### src/rtl/mem_access_sequencer.sv
// rtl/mem_access_sequencer.sv - load/store sequencer for a single-ported word RAM, splits word-crossing accesses
// Optional build macro MISALIGN_TRAP_EN: word-crossing accesses complete with resp_err instead of being split.
module mem_access_sequencer #(
  parameter int ADDR_WIDTH = 32
) (
  input  logic                  clk,
  input  logic                  rst,
  input  logic                  req_valid,
  output logic                  req_ready,
  input  logic                  req_store,
  input  logic [2:0]            req_funct3,
  input  logic [ADDR_WIDTH-1:0] req_addr,
  input  logic [31:0]           req_wdata,
  output logic                  resp_valid,
  output logic [31:0]           resp_rdata,
  output logic                  resp_err,
  output logic                  mem_en,
  output logic [ADDR_WIDTH-3:0] mem_addr,
  output logic [3:0]            mem_wbe,
  output logic [31:0]           mem_wdata,
  input  logic [31:0]           mem_rdata
);

  typedef enum logic [1:0] {IDLE, ACC0, ACC1, DONE} state_t;

  localparam logic [ADDR_WIDTH-3:0] WORD_ONE = 1;

  state_t                  state_q, state_d;
  logic                    store_q;
  logic [2:0]              funct3_q;
  logic [ADDR_WIDTH-1:0]   addr_q;
  logic [31:0]             wdata_q;
  logic                    err_q;
  logic [31:0]             lo_q;

  function automatic logic illegal_f(input logic st, input logic [2:0] f3);
    illegal_f = st ? (f3 >= 3'd3) : ((f3 == 3'd3) || (f3[2:1] == 2'b11));
  endfunction

  function automatic logic split_f(input logic [2:0] f3, input logic [1:0] off);
    split_f = ((f3[1:0] == 2'b01) && (off == 2'b11)) ||
              ((f3[1:0] == 2'b10) && (off != 2'b00));
  endfunction

  logic                  req_bad;
  logic                  split_q;
  logic [1:0]            off;
  logic [ADDR_WIDTH-3:0] wa;
  logic [7:0]            be_base;
  logic [7:0]            be64;
  logic [63:0]           wd64;
  logic [31:0]           lo_eff, hi_eff, v;
  logic [31:0]           ext;

`ifdef MISALIGN_TRAP_EN
  assign req_bad = illegal_f(req_store, req_funct3) || split_f(req_funct3, req_addr[1:0]);
`else
  assign req_bad = illegal_f(req_store, req_funct3);
`endif

  assign off     = addr_q[1:0];
  assign wa      = addr_q[ADDR_WIDTH-1:2];
  assign split_q = split_f(funct3_q, off);

  assign be_base = (funct3_q[1:0] == 2'b00) ? 8'h01 :
                   (funct3_q[1:0] == 2'b01) ? 8'h03 : 8'h0F;
  assign be64    = be_base << off;
  assign wd64    = {32'b0, wdata_q} << {off, 3'b000};

  // In DONE, mem_rdata carries the last word read: the only word when unsplit, the upper one when split.
  assign lo_eff = split_q ? lo_q : mem_rdata;
  assign hi_eff = split_q ? mem_rdata : 32'h0;
  assign v      = 32'({hi_eff, lo_eff} >> {off, 3'b000});

  always_comb begin
    case (funct3_q)
      3'd0:    ext = {{24{v[7]}}, v[7:0]};
      3'd1:    ext = {{16{v[15]}}, v[15:0]};
      3'd4:    ext = {24'b0, v[7:0]};
      3'd5:    ext = {16'b0, v[15:0]};
      default: ext = v;
    endcase
  end

  always_ff @(posedge clk or posedge rst) begin
    if (rst) begin
      state_q  <= IDLE;
      store_q  <= 1'b0;
      funct3_q <= 3'd0;
      addr_q   <= '0;
      wdata_q  <= 32'h0;
      err_q    <= 1'b0;
      lo_q     <= 32'h0;
    end else begin
      state_q <= state_d;
      if ((state_q == IDLE) && req_valid) begin
        store_q  <= req_store;
        funct3_q <= req_funct3;
        addr_q   <= req_addr;
        wdata_q  <= req_wdata;
        err_q    <= req_bad;
      end
`ifndef MISALIGN_TRAP_EN
      if (state_q == ACC1) lo_q <= mem_rdata;
`endif
    end
  end

  always_comb begin
    state_d = state_q;
    case (state_q)
      IDLE: if (req_valid) state_d = req_bad ? DONE : ACC0;
`ifdef MISALIGN_TRAP_EN
      ACC0: state_d = DONE;
`else
      ACC0: state_d = split_q ? ACC1 : DONE;
      ACC1: state_d = DONE;
`endif
      DONE: state_d = IDLE;
      default: state_d = IDLE;
    endcase
  end

  always_comb begin
    req_ready  = 1'b0;
    resp_valid = 1'b0;
    resp_rdata = 32'h0;
    resp_err   = 1'b0;
    mem_en     = 1'b0;
    mem_addr   = '0;
    mem_wbe    = 4'b0;
    mem_wdata  = 32'h0;
    case (state_q)
      IDLE: req_ready = 1'b1;
      ACC0: begin
        mem_en    = 1'b1;
        mem_addr  = wa;
        mem_wbe   = store_q ? be64[3:0] : 4'b0;
        mem_wdata = wd64[31:0];
      end
`ifndef MISALIGN_TRAP_EN
      ACC1: begin
        mem_en    = 1'b1;
        mem_addr  = wa + WORD_ONE;
        mem_wbe   = store_q ? be64[7:4] : 4'b0;
        mem_wdata = wd64[63:32];
      end
`endif
      DONE: begin
        resp_valid = 1'b1;
        resp_err   = err_q;
        resp_rdata = (err_q || store_q) ? 32'h0 : ext;
      end
      default: ;
    endcase
  end

endmodule

### config.mk
export PLATFORM = sky130hd
export DESIGN_NAME = mem_access_sequencer
export DESIGN_NICKNAME = d
export VERILOG_FILES = /design/src/rtl/mem_access_sequencer.sv
export SDC_FILE = /design/constraint.sdc
export NUM_CORES = 1
export LEC_CHECK = 0
export BUFFER_PORTS_ARGS = -buffer_cell sky130_fd_sc_hd__clkbuf_2
export CELL_PAD_IN_SITES_DETAIL_PLACEMENT = 1
export CELL_PAD_IN_SITES_GLOBAL_PLACEMENT = 2
export CORE_ASPECT_RATIO = 1.5
export CORE_MARGIN = 5
export CORE_UTILIZATION = 32
export CTS_BUF_LIST = sky130_fd_sc_hd__clkbuf_4
export DETAILED_ROUTE_END_ITERATION = 8
export MAX_ROUTING_LAYER = met4
export PLACE_DENSITY = 0.81
export SYNTH_ARGS = -nofsm -noshare
export SYNTH_HDL_FRONTEND = slang
export SYNTH_SLANG_ARGS = --single-unit
### constraint.sdc
create_clock -name clk -period 3.5 [get_ports clk]
set_clock_uncertainty 0.2 [all_clocks]
set_input_delay 0.175 -clock clk [delete_from_list [all_inputs] [get_ports clk]]
set_output_delay 0.175 -clock clk [all_outputs]
set_load 0.02 [all_outputs]
==> impl_metrics.toml <==
[run]
max_cap_viol_count = 0

[synthesis]
synth_top_area_share_pct = 32.50
synth_xor_area_share_pct = 0.8209
synth_mux_area_share_pct = 23.84
synthArstFlopShare_pct = 100.0
synth_area_sq_um = 7316
synth_edf_count = 0
ys_ff_latch = 95
synthFlopType = "dfrtp_1"
synth_top_family_by_area = "multiplexers"
synth_top_cell_by_area = "dfrtp_1"
synth_nets = 930
syn-instance-count = 822
avgSynthCellArea_sq_um = 8.900
yosys.area_share.simple_pct = 19.09
synth_fa_ha_area_share_pct = 0.8551
synthDistinctLibCells = 60
synth_warnings = 0
yosysSeqAreaShare_pct = 32.50
synth_compound_area_share_pct = 18.15
yosys-top-cells-area = "dfrtp_1, mux2_2, mux2i_1"

[detailed_routing]
firstDrtPassIters = 5
drt-initial-drc-count = 370
routed_via_density = 5.579
wl_per_cell_um = 21.98
vias = 7665
remaining_drc_errors = 0
antenna_left = 0
drt_wl_total_mm = 30.20

[clock_network]
cts_sinks = 95
ctsRootBufferMaster = "clkbuf_4"
insertion_delay_ns = 0.51
cts_tree = "done"
path_clk_slew_ns = 0.15
cts-buffers-inserted = 9
htreeDepth = 3
cts.path.max_buffers = 2

[worst_setup_path]
cp-end-kind = "primary output"
reg2regPathDepth = 4
cp-start-kind = "flop"
cp-startpoint = "funct3_q[1]"
worstPathArrival_ns = 2.97
path_class = "reg2out"
cp.required_ns = 3.12
worstReg2RegStart = "state_q[0]"
r2r-end = "lo_q[11]"
ff2ff_setup_slack_ns = 1.36
path_max_fanout = 31
critPathCapture = "resp_rdata[25]"

[timing]
fin_crit_sh_pct = 95.65
setup_viol = 0
tightestPinTransition_ns = 0.8298
fmaxAchievable_ghz = 0.2987
hold_violations = 0
period_minus_slack_ns = 3.348
rsz0062_at_grt = "false"
slew_headroom_pct = 44.68
slew_viol_final = 0
fin_tns_setup_ns = 0

[global_routing]
grt_remaining_overflow = 0
grt_max_degree = 71
grt_pass1_vias = 8221
antenna_found_initial = 1
grt_use_total_pct = 23.38
grt_pass1_wl_mm = 46.62

[placed_design]
hpwlAfterDp_mm = 21.95
io_buffers = 204
globalplace.congestion = 0.8981
post-place-cells = 1262

[floorplan]
die-area_sq_um = 26050
dieWidth_um = 133.5
io_pins = 205
core-area_sq_um = 22470
rows = 67
dieHeight_um = 195.2
initial_core_util_pct = 32.56

[pwr]
power.total_w = 0.009088
comb_power_share_pct = 66.2
p_sw_share_pct = 52.37
ir_drop_mv = 0.3834
p_clk_share_pct = 7.1
p_leak_nw = 4.353
p_seq_share_pct = 26.7
powerDensity_nw_per_um2 = 930.6
p_int_w = 0.004329
power.net_switching_w = 0.004759

[layout]
area_delta_synth_final_pct = 33.49
stdcell_count = 1374
fillCellCount = 2677
multi_input_area_sq_um = 4623
register_area_sq_um = 2384
nets = 1200
layout_commonest_cell = "clkbuf_2"
drive_gt1_share_pct = 34.82
layout_common_cells = "clkbuf_2, mux2_2, dlygate4sd3_1"

[status]
run_status = "complete, no violations"

[worst_hold_path]
min_path_type = "in2async"
## per-stage QoR
stage / utilization [%] / hold WS (ns) / setup slack (ns) / cell area (sq um)
floorplan: - / 0.09595 / 0.6480 / 7316
global placement: 38.42 / 0.1781 / 0.6183 / 8631
detailed placement: 38.42 / 0.1880 / 0.5236 / 8631
CTS: 43.24 / 0.1527 / 0.005753 / 9716
global route: 43.47 / 0.1845 / 0.009486 / 9766
finish: 43.47 / 0.1140 / 0.1521 / 9766
## worst max-delay path: stages (launching register included)
cell and delay [ns]:
dfrtp_1 0.47, buf_6 0.22, nand2b_1 0.19, mux2_2 0.36, mux4_2 0.55, o211ai_1 0.40
nand2_1 0.10, clkbuf_2 0.17
## cells in the mapped netlist, types with 13 or more instances
library cell,number
inv_1,15
nand4_1,13
buf_1,15
nand3_1,32
nand2_1,86
buf_2,16
nor2_1,25
o21ai_0,66
nor2b_1,32
mux2i_1,46
nor3_1,22
a22oi_1,15
a21oi_1,33
and2_1,21
dfrtp_1,95
mux2_2,108
o22ai_1,14
clkbuf_1,34
## flip-flops by register name, summed over array words and instances (netlist names)
signal    count
lo_q         24
addr_q       32
funct3_q      3
err_q         1
store_q       1
wdata_q      32
state_q       2
## worst min path at each step
stage | startpoint | endpoint | slack [ns] | depth (start not counted)
6_report | rst | addr_q[31] | 0.11 | 3
2_1_floorplan | mem_rdata[20] | lo_q[20] | 0.1 | 2
3_3_place_gp | rst | addr_q[31] | 0.18 | 2
5_1_grt | rst | addr_q[18] | 0.18 | 3
4_1_cts | rst | addr_q[31] | 0.15 | 3
3_5_place_dp | rst | addr_q[31] | 0.19 | 2
## cells by family (layout without fill, tap and decap cells)
logic type	count (synthesis)	count (layout)
AO/OA/AOI/OAI	206	206
XOR/XNOR	6	6
adder cells (fa/ha/maj)	5	5
buffers and inverters	83	358
flip-flops	95	95
multiplexers	157	157
other	0	1
AND/OR/NAND/NOR	270	270
## power groups by stage
stage / registers (W) / clock network, W / logic, W
CTS: 0.00243 / 0.000664 / 0.00595
global route: 0.00252 / 0.000706 / 0.00655
global placement: 0.00243 / 0 / 0.00574
finish: 0.00243 / 0.000642 / 0.00602
detailed placement: 0.00247 / 0 / 0.00582
floorplan: 0.00207 / 0 / 0.00429
## metal layers
metal  up-vias  track usage (%)  wire, um
li1       3583                -         -
met1      3793            24.52     11320
met2       233            42.80     16230
met3        56            4.815      1616
met4         0            8.845      1030
met5         -                -         0
## layout make-up
class | count | share of cell area, %
clock buffers | 10 | 0.7687
well taps | 276 | 3.536
clock inverters | 6 | 0.6278
diodes | 1 | 0.02562
repair buffers | 327 | 22.69
multi-input cells | 644 | 47.34
inverters | 15 | 0.6022
flip-flops and latches | 95 | 24.41
## repair_timing
| item | in CTS | in global routing |
|---|---|---|
| endpoints found under the hold margin | 152 | 0 |
| pin swaps | 0 | 0 |
| buffers inserted | 0 | 1 |
| endpoints found under the setup margin | 12 | 26 |
| hold buffers | 94 | 0 |
| gates resized for setup | 1 | 5 |
Power figures use the tool's default switching activity.
